<file path="src/rtl/fubr_multi_pkg.sv">
// Shared encodings for the multi-port branch resolution unit: branch type,
// conditional subtype and redirect FSM state.
package fubr_multi_pkg;

  localparam logic [2:0] BRANCH_TYPE_NONE = 3'd0;
  localparam logic [2:0] BRANCH_TYPE_COND = 3'd1;
  localparam logic [2:0] BRANCH_TYPE_JAL  = 3'd2;
  localparam logic [2:0] BRANCH_TYPE_JALR = 3'd3;

  localparam logic [2:0] BRANCH_SUBOP_EQ  = 3'd0;
  localparam logic [2:0] BRANCH_SUBOP_NE  = 3'd1;
  localparam logic [2:0] BRANCH_SUBOP_LT  = 3'd2;
  localparam logic [2:0] BRANCH_SUBOP_GE  = 3'd3;
  localparam logic [2:0] BRANCH_SUBOP_LTU = 3'd4;
  localparam logic [2:0] BRANCH_SUBOP_GEU = 3'd5;

  typedef enum logic [0:0] {
    ST_IDLE = 1'b0,
    ST_HOLD = 1'b1
  } redir_state_e;

endpackage

</file>
<file path="src/rtl/fubr_multi_if.sv">
// Issue, result, response and redirect signals of the multi-port branch unit.
// The slave modport is the branch unit; the master modport is its environment.
interface fubr_multi_if #(
  parameter int NUM_PORTS   = 2,
  parameter int XLEN        = 64,
  parameter int ROB_IDX_W   = 6,
  parameter int SPEC_STATES = 4
);

  logic                             flush;
  logic                             kill_en;
  logic [SPEC_STATES-1:0]           kill_mask;
  logic [ROB_IDX_W-1:0]             rob_head;

  logic [NUM_PORTS-1:0]             in_valid;
  logic [NUM_PORTS*XLEN-1:0]        in_pc;
  logic [NUM_PORTS*XLEN-1:0]        in_op1;
  logic [NUM_PORTS*XLEN-1:0]        in_op2;
  logic [NUM_PORTS*XLEN-1:0]        in_imm;
  logic [NUM_PORTS*XLEN-1:0]        in_pred_target;
  logic [NUM_PORTS*3-1:0]           in_br_type;
  logic [NUM_PORTS*3-1:0]           in_br_sub;
  logic [NUM_PORTS-1:0]             in_pred_taken;
  logic [NUM_PORTS-1:0]             in_is_jal;
  logic [NUM_PORTS-1:0]             in_is_jalr;
  logic [NUM_PORTS-1:0]             in_is_16bit;
  logic [NUM_PORTS*SPEC_STATES-1:0] in_spectag;
  logic [NUM_PORTS*SPEC_STATES-1:0] in_killmask;
  logic [NUM_PORTS*ROB_IDX_W-1:0]   in_rob_idx;

  logic [NUM_PORTS-1:0]             res_valid;
  logic [NUM_PORTS*XLEN-1:0]        res_value;

  logic [NUM_PORTS-1:0]             rsp_valid;
  logic [NUM_PORTS-1:0]             rsp_taken;
  logic [NUM_PORTS-1:0]             rsp_mispred;
  logic [NUM_PORTS-1:0]             rsp_isspec;
  logic [NUM_PORTS*XLEN-1:0]        rsp_target;

  logic                             redir_valid;
  logic                             redir_ready;
  logic [XLEN-1:0]                  redir_pc;
  logic [SPEC_STATES-1:0]           redir_spectag;
  logic [ROB_IDX_W-1:0]             redir_rob_idx;

  modport master (
    output flush, kill_en, kill_mask, rob_head,
    output in_valid, in_pc, in_op1, in_op2, in_imm, in_pred_target,
    output in_br_type, in_br_sub, in_pred_taken, in_is_jal, in_is_jalr,
    output in_is_16bit, in_spectag, in_killmask, in_rob_idx,
    input  res_valid, res_value,
    input  rsp_valid, rsp_taken, rsp_mispred, rsp_isspec, rsp_target,
    input  redir_valid, redir_pc, redir_spectag, redir_rob_idx,
    output redir_ready
  );

  modport slave (
    input  flush, kill_en, kill_mask, rob_head,
    input  in_valid, in_pc, in_op1, in_op2, in_imm, in_pred_target,
    input  in_br_type, in_br_sub, in_pred_taken, in_is_jal, in_is_jalr,
    input  in_is_16bit, in_spectag, in_killmask, in_rob_idx,
    output res_valid, res_value,
    output rsp_valid, rsp_taken, rsp_mispred, rsp_isspec, rsp_target,
    output redir_valid, redir_pc, redir_spectag, redir_rob_idx,
    input  redir_ready
  );

endinterface

</file>
<file path="src/rtl/fubr_multi_br_resolve_lane.sv">
// One branch resolution lane: purely combinational taken / target /
// mispredict / speculative / return-address evaluation for a single uop.
module br_resolve_lane
  import fubr_multi_pkg::*;
#(
  parameter int XLEN = 64
) (
  input  logic [XLEN-1:0] pc,
  input  logic [XLEN-1:0] op1,
  input  logic [XLEN-1:0] op2,
  input  logic [XLEN-1:0] imm,
  input  logic [XLEN-1:0] pred_target,
  input  logic [2:0]      br_type,
  input  logic [2:0]      br_sub,
  input  logic            pred_taken,
  input  logic            is_jal,
  input  logic            is_jalr,
  input  logic            is_16bit,
  output logic            taken,
  output logic            mispred,
  output logic            isspec,
  output logic [XLEN-1:0] target,
  output logic [XLEN-1:0] ret_addr
);

  logic signed [XLEN-1:0] op1_s;
  logic signed [XLEN-1:0] op2_s;
  logic                   is_cond;
  logic                   cond_taken;
  logic [XLEN-1:0]        link_addr;
  logic [XLEN-1:0]        target_raw;

  assign op1_s   = op1;
  assign op2_s   = op2;
  assign is_cond = (br_type == BRANCH_TYPE_COND);

  // Conditional outcome; unknown subtypes resolve not-taken
  always_comb begin
    cond_taken = 1'b0;
    case (br_sub)
      BRANCH_SUBOP_EQ:  cond_taken = (op1 == op2);
      BRANCH_SUBOP_NE:  cond_taken = (op1 != op2);
      BRANCH_SUBOP_LT:  cond_taken = (op1_s < op2_s);
      BRANCH_SUBOP_GE:  cond_taken = (op1_s >= op2_s);
      BRANCH_SUBOP_LTU: cond_taken = (op1 < op2);
      BRANCH_SUBOP_GEU: cond_taken = (op1 >= op2);
      default:          cond_taken = 1'b0;
    endcase
  end

  // Direction, target and return address; JAL is the only non-speculative branch
  always_comb begin
    taken      = is_jal | is_jalr | (is_cond & cond_taken);
    isspec     = is_jalr | (~is_jal & is_cond);
    link_addr  = pc + (is_16bit ? XLEN'(2) : XLEN'(4));
    target_raw = taken ? ((is_jalr ? op1 : pc) + imm) : link_addr;
    target     = {target_raw[XLEN-1:1], 1'b0};
    mispred    = (taken != pred_taken) | (target != pred_target);
    ret_addr   = (is_jal | is_jalr) ? link_addr : '0;
  end

endmodule

</file>
<file path="src/rtl/fubr_multi.sv">
// Multi-port branch resolution unit: resolves NUM_PORTS branches per cycle,
// registers per-port responses and keeps the oldest speculative mispredict
// in a redirect register until the frontend accepts it.
module fubr_multi
  import fubr_multi_pkg::*;
#(
  parameter int NUM_PORTS   = 2,
  parameter int XLEN        = 64,
  parameter int ROB_IDX_W   = 6,
  parameter int SPEC_STATES = 4
) (
  input logic       clk,
  input logic       rst,
  fubr_multi_if.slave bus
);

  // ROB age relative to head; the modulo wrap of the subtraction is intended
  function automatic logic [ROB_IDX_W-1:0] rob_age(
    input logic [ROB_IDX_W-1:0] idx,
    input logic [ROB_IDX_W-1:0] head
  );
    return idx - head;
  endfunction

  logic [NUM_PORTS-1:0] lane_taken;
  logic [NUM_PORTS-1:0] lane_mispred;
  logic [NUM_PORTS-1:0] lane_isspec;
  logic [XLEN-1:0]      lane_target [NUM_PORTS];
  logic [XLEN-1:0]      lane_ret    [NUM_PORTS];
  logic [ROB_IDX_W-1:0] lane_age    [NUM_PORTS];
  logic [NUM_PORTS-1:0] kill_hit;
  logic [NUM_PORTS-1:0] live;

  logic [NUM_PORTS*XLEN-1:0] res_value_c;

  logic [NUM_PORTS-1:0]      rsp_valid_p1;
  logic [NUM_PORTS-1:0]      rsp_taken_p1;
  logic [NUM_PORTS-1:0]      rsp_mispred_p1;
  logic [NUM_PORTS-1:0]      rsp_isspec_p1;
  logic [NUM_PORTS*XLEN-1:0] rsp_target_p1;

  logic                   cand_valid;
  logic [ROB_IDX_W-1:0]   cand_age;
  logic [XLEN-1:0]        cand_pc;
  logic [SPEC_STATES-1:0] cand_spectag;
  logic [SPEC_STATES-1:0] cand_killmask;
  logic [ROB_IDX_W-1:0]   cand_rob_idx;

  redir_state_e           state_q;
  redir_state_e           state_d;
  logic                   capture;
  logic [XLEN-1:0]        held_pc_q;
  logic [SPEC_STATES-1:0] held_spectag_q;
  logic [SPEC_STATES-1:0] held_killmask_q;
  logic [ROB_IDX_W-1:0]   held_rob_idx_q;
  logic [ROB_IDX_W-1:0]   held_age;
  logic                   held_killed;

  logic                   redir_valid_c;
  logic [XLEN-1:0]        redir_pc_c;
  logic [SPEC_STATES-1:0] redir_spectag_c;
  logic [ROB_IDX_W-1:0]   redir_rob_idx_c;

  // ---- stage p0: per-port combinational resolution ----
  for (genvar g = 0; g < NUM_PORTS; g++) begin : g_lane
    br_resolve_lane #(
      .XLEN(XLEN)
    ) u_lane (
      .pc          (bus.in_pc[g*XLEN +: XLEN]),
      .op1         (bus.in_op1[g*XLEN +: XLEN]),
      .op2         (bus.in_op2[g*XLEN +: XLEN]),
      .imm         (bus.in_imm[g*XLEN +: XLEN]),
      .pred_target (bus.in_pred_target[g*XLEN +: XLEN]),
      .br_type     (bus.in_br_type[g*3 +: 3]),
      .br_sub      (bus.in_br_sub[g*3 +: 3]),
      .pred_taken  (bus.in_pred_taken[g]),
      .is_jal      (bus.in_is_jal[g]),
      .is_jalr     (bus.in_is_jalr[g]),
      .is_16bit    (bus.in_is_16bit[g]),
      .taken       (lane_taken[g]),
      .mispred     (lane_mispred[g]),
      .isspec      (lane_isspec[g]),
      .target      (lane_target[g]),
      .ret_addr    (lane_ret[g])
    );

    assign kill_hit[g] = bus.kill_en &
                         (|(bus.in_killmask[g*SPEC_STATES +: SPEC_STATES] & bus.kill_mask));
    assign live[g]     = bus.in_valid[g] & ~rst & ~bus.flush & ~kill_hit[g];
    assign lane_age[g] = rob_age(bus.in_rob_idx[g*ROB_IDX_W +: ROB_IDX_W], bus.rob_head);
  end

  // Return addresses are only visible on live ports
  always_comb begin
    res_value_c = '0;
    for (int i = 0; i < NUM_PORTS; i++) begin
      if (live[i]) res_value_c[i*XLEN +: XLEN] = lane_ret[i];
    end
  end

  assign bus.res_valid = live;
  assign bus.res_value = res_value_c;

  // Oldest live speculative mispredict; strict compare lets the lower port win ties
  always_comb begin
    cand_valid    = 1'b0;
    cand_age      = '0;
    cand_pc       = '0;
    cand_spectag  = '0;
    cand_killmask = '0;
    cand_rob_idx  = '0;
    for (int i = 0; i < NUM_PORTS; i++) begin
      if (live[i] && lane_mispred[i] && lane_isspec[i] &&
          (!cand_valid || (lane_age[i] < cand_age))) begin
        cand_valid    = 1'b1;
        cand_age      = lane_age[i];
        cand_pc       = lane_target[i];
        cand_spectag  = bus.in_spectag[i*SPEC_STATES +: SPEC_STATES];
        cand_killmask = bus.in_killmask[i*SPEC_STATES +: SPEC_STATES];
        cand_rob_idx  = bus.in_rob_idx[i*ROB_IDX_W +: ROB_IDX_W];
      end
    end
  end

  // ---- stage p1: registered per-port responses ----
  // Responses are cleared on reset or flush; dead ports register zeros
  always_ff @(posedge clk) begin
    if (rst || bus.flush) begin
      rsp_valid_p1   <= '0;
      rsp_taken_p1   <= '0;
      rsp_mispred_p1 <= '0;
      rsp_isspec_p1  <= '0;
      rsp_target_p1  <= '0;
    end else begin
      for (int i = 0; i < NUM_PORTS; i++) begin
        rsp_valid_p1[i]                  <= live[i];
        rsp_taken_p1[i]                  <= live[i] & lane_taken[i];
        rsp_mispred_p1[i]                <= live[i] & lane_mispred[i];
        rsp_isspec_p1[i]                 <= live[i] & lane_isspec[i];
        rsp_target_p1[i*XLEN +: XLEN]    <= live[i] ? lane_target[i] : '0;
      end
    end
  end

  assign bus.rsp_valid   = rsp_valid_p1;
  assign bus.rsp_taken   = rsp_taken_p1;
  assign bus.rsp_mispred = rsp_mispred_p1;
  assign bus.rsp_isspec  = rsp_isspec_p1;
  assign bus.rsp_target  = rsp_target_p1;

  // ---- redirect FSM ----
  assign held_age    = rob_age(held_rob_idx_q, bus.rob_head);
  assign held_killed = bus.kill_en & (|(held_killmask_q & bus.kill_mask));

  // State register; reset and flush both return to IDLE
  always_ff @(posedge clk) begin
    if (rst || bus.flush) state_q <= ST_IDLE;
    else                  state_q <= state_d;
  end

  // Next state and capture decision; an older candidate beats kill and accept
  always_comb begin
    state_d = state_q;
    capture = 1'b0;
    case (state_q)
      ST_IDLE: begin
        if (cand_valid) begin
          capture = 1'b1;
          state_d = ST_HOLD;
        end
      end
      ST_HOLD: begin
        if (cand_valid && (cand_age < held_age)) begin
          capture = 1'b1;
        end else if (held_killed) begin
          state_d = ST_IDLE;
        end else if (bus.redir_ready) begin
          if (cand_valid) capture = 1'b1;
          else            state_d = ST_IDLE;
        end
      end
      default: state_d = ST_IDLE;
    endcase
  end

  // Redirect payload register, loaded on capture
  always_ff @(posedge clk) begin
    if (rst || bus.flush) begin
      held_pc_q       <= '0;
      held_spectag_q  <= '0;
      held_killmask_q <= '0;
      held_rob_idx_q  <= '0;
    end else if (capture) begin
      held_pc_q       <= cand_pc;
      held_spectag_q  <= cand_spectag;
      held_killmask_q <= cand_killmask;
      held_rob_idx_q  <= cand_rob_idx;
    end
  end

  // Redirect outputs are driven only while a redirect is held
  always_comb begin
    redir_valid_c   = 1'b0;
    redir_pc_c      = '0;
    redir_spectag_c = '0;
    redir_rob_idx_c = '0;
    if (state_q == ST_HOLD) begin
      redir_valid_c   = 1'b1;
      redir_pc_c      = held_pc_q;
      redir_spectag_c = held_spectag_q;
      redir_rob_idx_c = held_rob_idx_q;
    end
  end

  assign bus.redir_valid   = redir_valid_c;
  assign bus.redir_pc      = redir_pc_c;
  assign bus.redir_spectag = redir_spectag_c;
  assign bus.redir_rob_idx = redir_rob_idx_c;

endmodule

</file>
<file path="src/flat_wrapper.sv">
// flat-port wrapper written by rule: the top's interface ports become plain ports
module fubr_multi_flat import fubr_multi_pkg::*;
#(
  parameter int NUM_PORTS   = 2,
  parameter int XLEN        = 64,
  parameter int ROB_IDX_W   = 6,
  parameter int SPEC_STATES = 4
)
  (clk, rst, bus_flush, bus_kill_en, bus_kill_mask, bus_rob_head, bus_in_valid, bus_in_pc, bus_in_op1, bus_in_op2, bus_in_imm, bus_in_pred_target, bus_in_br_type, bus_in_br_sub, bus_in_pred_taken, bus_in_is_jal, bus_in_is_jalr, bus_in_is_16bit, bus_in_spectag, bus_in_killmask, bus_in_rob_idx, bus_res_valid, bus_res_value, bus_rsp_valid, bus_rsp_taken, bus_rsp_mispred, bus_rsp_isspec, bus_rsp_target, bus_redir_valid, bus_redir_pc, bus_redir_spectag, bus_redir_rob_idx, bus_redir_ready);
  fubr_multi_if #(.NUM_PORTS(NUM_PORTS), .XLEN(XLEN), .ROB_IDX_W(ROB_IDX_W), .SPEC_STATES(SPEC_STATES)) bus_i ();
  input logic clk;
  input logic rst;
  input wire logic [$bits(bus_i.flush)-1:0] bus_flush;
  input wire logic [$bits(bus_i.kill_en)-1:0] bus_kill_en;
  input wire logic [$bits(bus_i.kill_mask)-1:0] bus_kill_mask;
  input wire logic [$bits(bus_i.rob_head)-1:0] bus_rob_head;
  input wire logic [$bits(bus_i.in_valid)-1:0] bus_in_valid;
  input wire logic [$bits(bus_i.in_pc)-1:0] bus_in_pc;
  input wire logic [$bits(bus_i.in_op1)-1:0] bus_in_op1;
  input wire logic [$bits(bus_i.in_op2)-1:0] bus_in_op2;
  input wire logic [$bits(bus_i.in_imm)-1:0] bus_in_imm;
  input wire logic [$bits(bus_i.in_pred_target)-1:0] bus_in_pred_target;
  input wire logic [$bits(bus_i.in_br_type)-1:0] bus_in_br_type;
  input wire logic [$bits(bus_i.in_br_sub)-1:0] bus_in_br_sub;
  input wire logic [$bits(bus_i.in_pred_taken)-1:0] bus_in_pred_taken;
  input wire logic [$bits(bus_i.in_is_jal)-1:0] bus_in_is_jal;
  input wire logic [$bits(bus_i.in_is_jalr)-1:0] bus_in_is_jalr;
  input wire logic [$bits(bus_i.in_is_16bit)-1:0] bus_in_is_16bit;
  input wire logic [$bits(bus_i.in_spectag)-1:0] bus_in_spectag;
  input wire logic [$bits(bus_i.in_killmask)-1:0] bus_in_killmask;
  input wire logic [$bits(bus_i.in_rob_idx)-1:0] bus_in_rob_idx;
  output wire logic [$bits(bus_i.res_valid)-1:0] bus_res_valid;
  output wire logic [$bits(bus_i.res_value)-1:0] bus_res_value;
  output wire logic [$bits(bus_i.rsp_valid)-1:0] bus_rsp_valid;
  output wire logic [$bits(bus_i.rsp_taken)-1:0] bus_rsp_taken;
  output wire logic [$bits(bus_i.rsp_mispred)-1:0] bus_rsp_mispred;
  output wire logic [$bits(bus_i.rsp_isspec)-1:0] bus_rsp_isspec;
  output wire logic [$bits(bus_i.rsp_target)-1:0] bus_rsp_target;
  output wire logic [$bits(bus_i.redir_valid)-1:0] bus_redir_valid;
  output wire logic [$bits(bus_i.redir_pc)-1:0] bus_redir_pc;
  output wire logic [$bits(bus_i.redir_spectag)-1:0] bus_redir_spectag;
  output wire logic [$bits(bus_i.redir_rob_idx)-1:0] bus_redir_rob_idx;
  input wire logic [$bits(bus_i.redir_ready)-1:0] bus_redir_ready;
  assign bus_i.flush = bus_flush;
  assign bus_i.kill_en = bus_kill_en;
  assign bus_i.kill_mask = bus_kill_mask;
  assign bus_i.rob_head = bus_rob_head;
  assign bus_i.in_valid = bus_in_valid;
  assign bus_i.in_pc = bus_in_pc;
  assign bus_i.in_op1 = bus_in_op1;
  assign bus_i.in_op2 = bus_in_op2;
  assign bus_i.in_imm = bus_in_imm;
  assign bus_i.in_pred_target = bus_in_pred_target;
  assign bus_i.in_br_type = bus_in_br_type;
  assign bus_i.in_br_sub = bus_in_br_sub;
  assign bus_i.in_pred_taken = bus_in_pred_taken;
  assign bus_i.in_is_jal = bus_in_is_jal;
  assign bus_i.in_is_jalr = bus_in_is_jalr;
  assign bus_i.in_is_16bit = bus_in_is_16bit;
  assign bus_i.in_spectag = bus_in_spectag;
  assign bus_i.in_killmask = bus_in_killmask;
  assign bus_i.in_rob_idx = bus_in_rob_idx;
  assign bus_res_valid = bus_i.res_valid;
  assign bus_res_value = bus_i.res_value;
  assign bus_rsp_valid = bus_i.rsp_valid;
  assign bus_rsp_taken = bus_i.rsp_taken;
  assign bus_rsp_mispred = bus_i.rsp_mispred;
  assign bus_rsp_isspec = bus_i.rsp_isspec;
  assign bus_rsp_target = bus_i.rsp_target;
  assign bus_redir_valid = bus_i.redir_valid;
  assign bus_redir_pc = bus_i.redir_pc;
  assign bus_redir_spectag = bus_i.redir_spectag;
  assign bus_redir_rob_idx = bus_i.redir_rob_idx;
  assign bus_i.redir_ready = bus_redir_ready;
  fubr_multi #(.NUM_PORTS(NUM_PORTS), .XLEN(XLEN), .ROB_IDX_W(ROB_IDX_W), .SPEC_STATES(SPEC_STATES)) u_core (.clk(clk), .rst(rst), .bus(bus_i));
endmodule
</file>
<file path="config.mk">
export PLATFORM = sky130hd
export DESIGN_NAME = fubr_multi_flat
export DESIGN_NICKNAME = d
export VERILOG_FILES = /design/src/rtl/fubr_multi_pkg.sv /design/src/rtl/fubr_multi_if.sv /design/src/rtl/fubr_multi_br_resolve_lane.sv /design/src/rtl/fubr_multi.sv /design/src/flat_wrapper.sv
export SDC_FILE = /design/constraint.sdc
export NUM_CORES = 1
export LEC_CHECK = 0
export BUFFER_PORTS_ARGS = -buffer_cell sky130_fd_sc_hd__buf_2
export CORE_AREA = 2 2 402 404
export CTS_CLUSTER_SIZE = 30
export DETAILED_ROUTE_END_ITERATION = 8
export DIE_AREA = 0 0 404 406
export GPL_TIMING_DRIVEN = 0
export SLEW_MARGIN = 20
export SYNTH_ARGS = -nofsm -noshare
export SYNTH_HDL_FRONTEND = slang
export SYNTH_SLANG_ARGS = --single-unit
</file>
<file path="constraint.sdc">
create_clock -name clk -period 29.3 [get_ports clk]
set_clock_uncertainty 0.05 [all_clocks]
set_input_delay 5.86 -clock clk [delete_from_list [all_inputs] [get_ports clk]]
set_output_delay 5.86 -clock clk [all_outputs]
set_load 0.02 [all_outputs]
</file>
* After elaboration in Yosys (flattened, before gate mapping)
Index checks and enable logic that the tools add are counted.
Storage, ports and cells: register bits after elaboration 215, bits of input ports 705
Cells by class: bitwise logic cells 39, $add $sub $neg 7, reductions and logical operators 16, equality and inequality tests 20, $lt $le $gt $ge 10, multiplexer cells 37
Operators with widths (number):
- $mux 64 | 11
- $ge 64x64->1 | 4
- $lt 64x64->1 | 4
- $ne 64x64->1 | 4
- $add 64x3->64 | 2
- $add 64x64->64 | 2
- $eq 64x64->1 | 2
- $mux 6 | 5
- $mux 4 | 5
- $and 1x1->1 | 19
- $sub 6x6->6 | 3
- $and 4x4->4 | 3
- $eq 3x1->1 const B | 4
- $eq 3x2->1 const B | 4
- $eq 3x3->1 const B | 4
- $lt 6x6->1 | 2
- $pmux 1 s6 | 2
- $reduce_or 4->1 | 3
- $mux 1 | 10
- $not 1->1 | 9
- $or 1x1->1 | 8
- $logic_and 1x1->1 | 6
- $logic_not 3->1 | 2
- $mux 3 | 2
- other kinds (5) | 9

* Depth between registers and ports, before layout
depth after elaboration 19, depth in mapped cells 44, gate-level depth less buffers 36

* By module
A second synthesis with hierarchy kept.
Second synthesis, totals: cells, all modules 4166, area total of the unflattened synthesis 30681.9 um^2
By module, submodules not included:
- br_resolve_lane | sequential area each 0.0 um^2, times used 2, cells each 1536, area an instance 10426.2 um^2
- fubr_multi | sequential area each 4304.1 um^2, times used 1, cells each 1094, area an instance 9829.4 um^2

* Worst setup path before layout
OpenSTA, ideal clock, no wires.
path kind in2reg, start input port bus_in_is_jalr[0], end register u_core.held_pc_q[57], stages on the path 41, data required time 29.128 ns, setup slack 15.338 ns, arrival 13.791 ns, cells stage by stage clkbuf_1 -> clkbuf_1 -> mux2_2 -> ha_1 -> clkbuf_1 -> nand4_1 -> nor4_1 -> and2_1 -> a311oi_2 -> o21ai_1 -> a31oi_1 -> xnor3_1 -> or4_1 -> a221oi_1 -> o2111a_1 -> nand4_2 -> nand3_1 -> ha_1 -> (+5 left out) -> nand2b_1 -> a21oi_1 -> o211a_2 -> buf_2 -> buf_2 -> buf_2 -> o21ai_0 -> ha_1 -> a21o_1 -> a21o_1 -> a21oi_1 -> nand2_1 -> o21a_1 -> a21oi_1 -> a21oi_4 -> buf_8 -> buf_8 -> mux2i_1
Between the ends: word-level cells in the longest chain between the ends 17, elaborated cells between the ends (all ways) 28, classes of those cells 1 x add/sub; 2 x order compare; 2 x eq/ne; 13 x mux; 4 x bitwise; 6 x reduce/logical
Ends and longest elaborated chain:
- start, declared | RTL line flat_wrapper.sv:27 | input wire logic [$bits(bus_i.in_is_jalr)-1:0] bus_in_is_jalr;
- branches (longest 17 deep; another with $add 64x64->64)
- end signal, assigned | RTL line fubr_multi.sv:194 | held_pc_q <= cand_pc;
- end, declared | RTL line fubr_multi.sv:52 | logic [XLEN-1:0] held_pc_q;
Several ways; the timed one is not identified. A chain may end at the register's enable or synchronous reset.

* Final worst setup path
start input port bus_in_is_jalr[0], end register u_core.held_pc_q[39]
Same word-level chain as after synthesis.

==> run summary <==
The fraction of synthesized cell area taken by the top area cell type came out at 14.3%. The number of standard cells after synthesis came out at 4,124. The via count of the first global-routing pass came out at 36,646.

The hold buffer count at cts is 0. The met1 layer usage reported by global route is 29.9%. The met2 routing resource usage after global routing came out at 49.6%.

The fraction of layout instances using a drive strength above 1 came out at 25.2%. The chip height came out at 406 µm. By count the netlist is led by sky130_fd_sc_hd__nor2_1, sky130_fd_sc_hd__nand2_1, sky130_fd_sc_hd__a21oi_1, sky130_fd_sc_hd__ha_1, sky130_fd_sc_hd__inv_1. The first TritonRoute pass finished after 6 iterations.

The register cell area after layout came out at 4240 µm². The floorplan step defined a die boundary enclosing 164,000 µm². The maximum level of the CTS H-tree came out at 1. The number of antenna violations at the first check in global routing was 102. For this run, the leading register cell type out of synthesis is sky130_fd_sc_hd__dfxtp_1. IR analysis of the VDD net gives a maximum drop of 0.0291 mV. The switching part of the total is 49.9%.

The final number of max-transition violations is 0. In this run, synthesis inferred 0 flip-flops with an integrated enable. Yosys printed 0 warnings. The average instance area after synthesis is 7.19 µm².

By area the synthesized netlist is led by sky130_fd_sc_hd__dfxtp_1, sky130_fd_sc_hd__ha_1, sky130_fd_sc_hd__nor2_1, sky130_fd_sc_hd__xnor2_1, sky130_fd_sc_hd__a21oi_1. Counting both buffers and inverters, the worst setup path holds a total of 8. The flow ran to the end, and the final reports show no timing, DRC or antenna violations. The flip-flop and latch count after synthesis came out at 212.

The post-layout minimum cycle time came out at 17.17 ns. The hold violation count in the final report came out at 0. CTS placed an instance of sky130_fd_sc_hd__clkbuf_16 at the clock tree root. In this run, the number of DRC markers left after iteration 0 of detailed routing was 3,492. The startpoint identified for the worst register-to-register timing path is u_core.held_rob_idx_q[0]$_SDFFE_PP0P_.

The worst hold path passes through 2 cells. The share of flip-flops with an asynchronous set or reset after synthesis came out at 0%. The ratio of total power to cell area came out at 38.9 nW/µm². In this design, the largest share of critical-path delay is due to compound AO/OA/AOI/OAI gates. The routed design has 238,000 µm of wire. The final antenna-violating net count came out at 0.

STA puts the critical path data arrival time at 17.58 ns. The switching power of the nets is 0.748 mW. The synthesized cell area came out at 29,700 µm². The average wire per cell in the routed design is 32.5 µm. The worst hold path belongs to the class reg -> reg. The net count of the finished layout is 6,189.

The number of top-level pins came out at 1,046. Counting along the longest clock path gives a buffer depth of 3. In this run the most critical hold path is launched from u_core.held_pc_q[29]$_SDFFE_PP0P_.

Summing the sequential cell areas from Yosys gives 14.3% of the chip area. The number of filler instances in the final layout is 18,300. Routability-driven placement finished with a final weighted congestion of 1.03.

The worst setup path is launched from an input port. For this run, the top clock speed supported by timing is 58.2 MHz. The die is 404 µm wide. The share of the cycle needed by the critical path after routing is 58.6%. The worst setup path is captured at a flip-flop. The setup TNS came out at 0 ns. The headroom to the max-slew limit came out at 14.2%. The total clock sinks is 212. Summed over all cells, the static leakage comes to 17.9 nW. The clock-pin slew of the registers on the worst-case setup and hold paths is 0.06 ns. The slew of the pin with the lowest slew margin is 1.28 ns.

The longest individual stage delay on the worst path came out at 0.75 ns. The maximum net fanout on the critical path came out at 10. The final global-route overflow total came out at 0. From synthesis to final layout, the design area changed by 30.0%. The CTS tree is built. Setup repair after global routing left no endpoint under its margin. The clock share of power came out at 23.5%. The worst register-to-register path ends at u_core.held_pc_q[39]$_SDFFE_PP0P_. The part of the total power dissipated in sequential elements came out at 20.1%. The number of input and output port buffers inserted is 1,037. The clock latency reported for the late side of the worst-skew pair came out at 0.61 ns. The placement row count is 147.

The count of cell types in the netlist is 102. The largest total area in the synthesized netlist belongs to sky130_fd_sc_hd__dfxtp_1. For the worst flop-to-flop path, the logic depth is 17. The worst setup path is of the in -> reg kind. The hold slack is 0.403 ns. The cell at the slowest stage of the critical path is sky130_fd_sc_hd__a211oi_1. The first-pass GRT wire length is 311,000 µm. The part of the power in combinational logic is 56.4%. The most common cell in the netlist is sky130_fd_sc_hd__nor2_1. The reg2reg setup slack is 25.77 ns. The core area is 160,000 µm². Once the clock tree was built, the resizer swapped 0 gates to a different size. The final count of negative-setup-slack endpoints came out at 0.

The combined area of the multi-input logic cells is 23,800 µm². Detailed placement finished with a half-perimeter wire length of 214,000 µm. The layer with the highest usage after global routing is met2. The pin count of the biggest net entering global routing came out at 15.

The count of buffers added by post-CTS timing repair for setup came out at 0. The fraction of met3 tracks used by global routing is 4.91%. The number of DRC violations after detailed routing came out at 0. For the worst setup path, the data required time is 29.70 ns. For hold timing, the worst endpoint is u_core.held_pc_q[29]$_SDFFE_PP0P_. The aggregate global-route resource usage is 27.5%.

The detail-routed via count per cell came out at 5.14. The starting density of the core is 18.6%. The internal cell power came out at 0.752 mW. The via count is 37,723. The number of maximum-capacitance violations is 0. The number of clock buffers inserted by TritonCTS is 27.
-- cell type report --
cell class / count / area share, %
clock buffer: 35 / 1.91
inverter: 227 / 2.21
antenna: 43 / 0.279
multi-input combinational: 3488 / 61.6
tap: 2086 / 6.77
sequential: 212 / 11.0
buffer: 199 / 2.26
clock inverter: 15 / 0.419
timing repair buffer: 1041 / 13.5
-- worst register-to-register path: stages (launching register included) --
cell and delay, ns:
sky130_fd_sc_hd__dfxtp_1 0.33, sky130_fd_sc_hd__inv_1 0.06, sky130_fd_sc_hd__ha_1 0.13, sky130_fd_sc_hd__inv_1 0.06, sky130_fd_sc_hd__fa_1 0.41, sky130_fd_sc_hd__a21o_1 0.18, sky130_fd_sc_hd__a21oi_1 0.17, sky130_fd_sc_hd__xor2_1 0.18
sky130_fd_sc_hd__ha_1 0.27, sky130_fd_sc_hd__a21o_1 0.16, sky130_fd_sc_hd__a21oi_1 0.28, sky130_fd_sc_hd__nand2_1 0.13, sky130_fd_sc_hd__o21a_1 0.20, sky130_fd_sc_hd__a21oi_1 0.21, sky130_fd_sc_hd__a21oi_4 0.10, sky130_fd_sc_hd__buf_8 0.19
sky130_fd_sc_hd__buf_12 0.16, sky130_fd_sc_hd__mux2i_1 0.12
-- logic make-up after synthesis --
group	Yosys count	synth area share [%]
xor+xnor	369	11.0
simple gates	1606	26.2
flops	212	14.3
mux	235	8.47
compound gates	987	21.9
buf+inv	426	5.79
fa+ha+maj	288	12.3
other cells	1	0.0126
-- worst max-delay path by stage --
stage | startpoint | end | slack [ns] | depth (start not counted)
finish | bus_in_is_jalr[0] | u_core.held_pc_q[39]$_SDFFE_PP0P_ | 12.13 | 43
global route | bus_in_is_jalr[0] | u_core.held_pc_q[61]$_SDFFE_PP0P_ | 11.44 | 44
CTS | bus_in_is_jalr[0] | u_core.held_pc_q[39]$_SDFFE_PP0P_ | 12.24 | 44
detailed placement | bus_in_is_jalr[0] | u_core.held_pc_q[61]$_SDFFE_PP0P_ | 11.67 | 44
global placement | bus_in_is_jalr[0] | u_core.held_pc_q[57]$_SDFFE_PP0P_ | 10.90 | 43
floorplan | bus_in_is_jalr[0] | u_core.held_pc_q[57]$_SDFFE_PP0P_ | 15.34 | 41
-- power by group through the flow --
stage / combinational [mW] / clock (mW) / sequential, mW
CTS: 0.838 / 0.360 / 0.301
detailed placement: 0.833 / 0 / 0.307
floorplan: 0.424 / 0 / 0.314
finish: 0.847 / 0.353 / 0.301
global route: 0.890 / 0.369 / 0.301
global placement: 0.831 / 0 / 0.307
-- routing by layer --
layer,part of all wire (%),vias to the layer above
met2,50,1911
met1,36,18203
met3,6.6,565
met5,0.17,-
li1,-,16984
met4,7.4,60
-- per-stage QoR --
stage / setup WS, ns / power [mW] / cells / area [µm²] / utilization, %
after detailed placement: 11.67 / 1.14 / 7253 / 37600 / 23.5
final: 12.13 / 1.50 / 7346 / 38600 / 24.2
after global placement: 10.90 / 1.14 / 7249 / 37500 / 23.5
after global routing: 11.44 / 1.56 / 7322 / 38500 / 24.1
after floorplan: 15.34 / 0.738 / 4126 / 29700 / -
after CTS: 12.24 / 1.50 / 7303 / 38500 / 24.1
-- layout by cell type, fill, tap and decap left out, types with 50 or more instances in the layout --
cell,count
sky130_fd_sc_hd__buf_2,1065
sky130_fd_sc_hd__nor2_1,525
sky130_fd_sc_hd__nand2_1,372
sky130_fd_sc_hd__a21oi_1,308
sky130_fd_sc_hd__ha_1,281
sky130_fd_sc_hd__inv_1,226
sky130_fd_sc_hd__dfxtp_1,212
sky130_fd_sc_hd__xnor2_1,209
sky130_fd_sc_hd__o21ai_0,182
sky130_fd_sc_hd__xor2_1,155
sky130_fd_sc_hd__clkbuf_1,148
sky130_fd_sc_hd__mux2_2,128
sky130_fd_sc_hd__and2_1,126
sky130_fd_sc_hd__nand4_1,113
sky130_fd_sc_hd__nor3_1,106
sky130_fd_sc_hd__mux2i_1,105
sky130_fd_sc_hd__nand3_1,99
sky130_fd_sc_hd__a21o_1,87
sky130_fd_sc_hd__and3_1,50
-- registers in the layout (all words and copies together) (netlist names) --
name and cells:
u_core.bus.rsp_valid 2, u_core.bus.rsp_isspec 2, u_core.state_q 1, u_core.bus.rsp_taken 2, u_core.bus.rsp_mispred 2, u_core.held_pc_q 63
u_core.held_killmask_q 4, u_core.held_rob_idx_q 6, u_core.held_spectag_q 4, u_core.bus.rsp_target 126
Note: power is estimated with default switching activity, not from simulation.
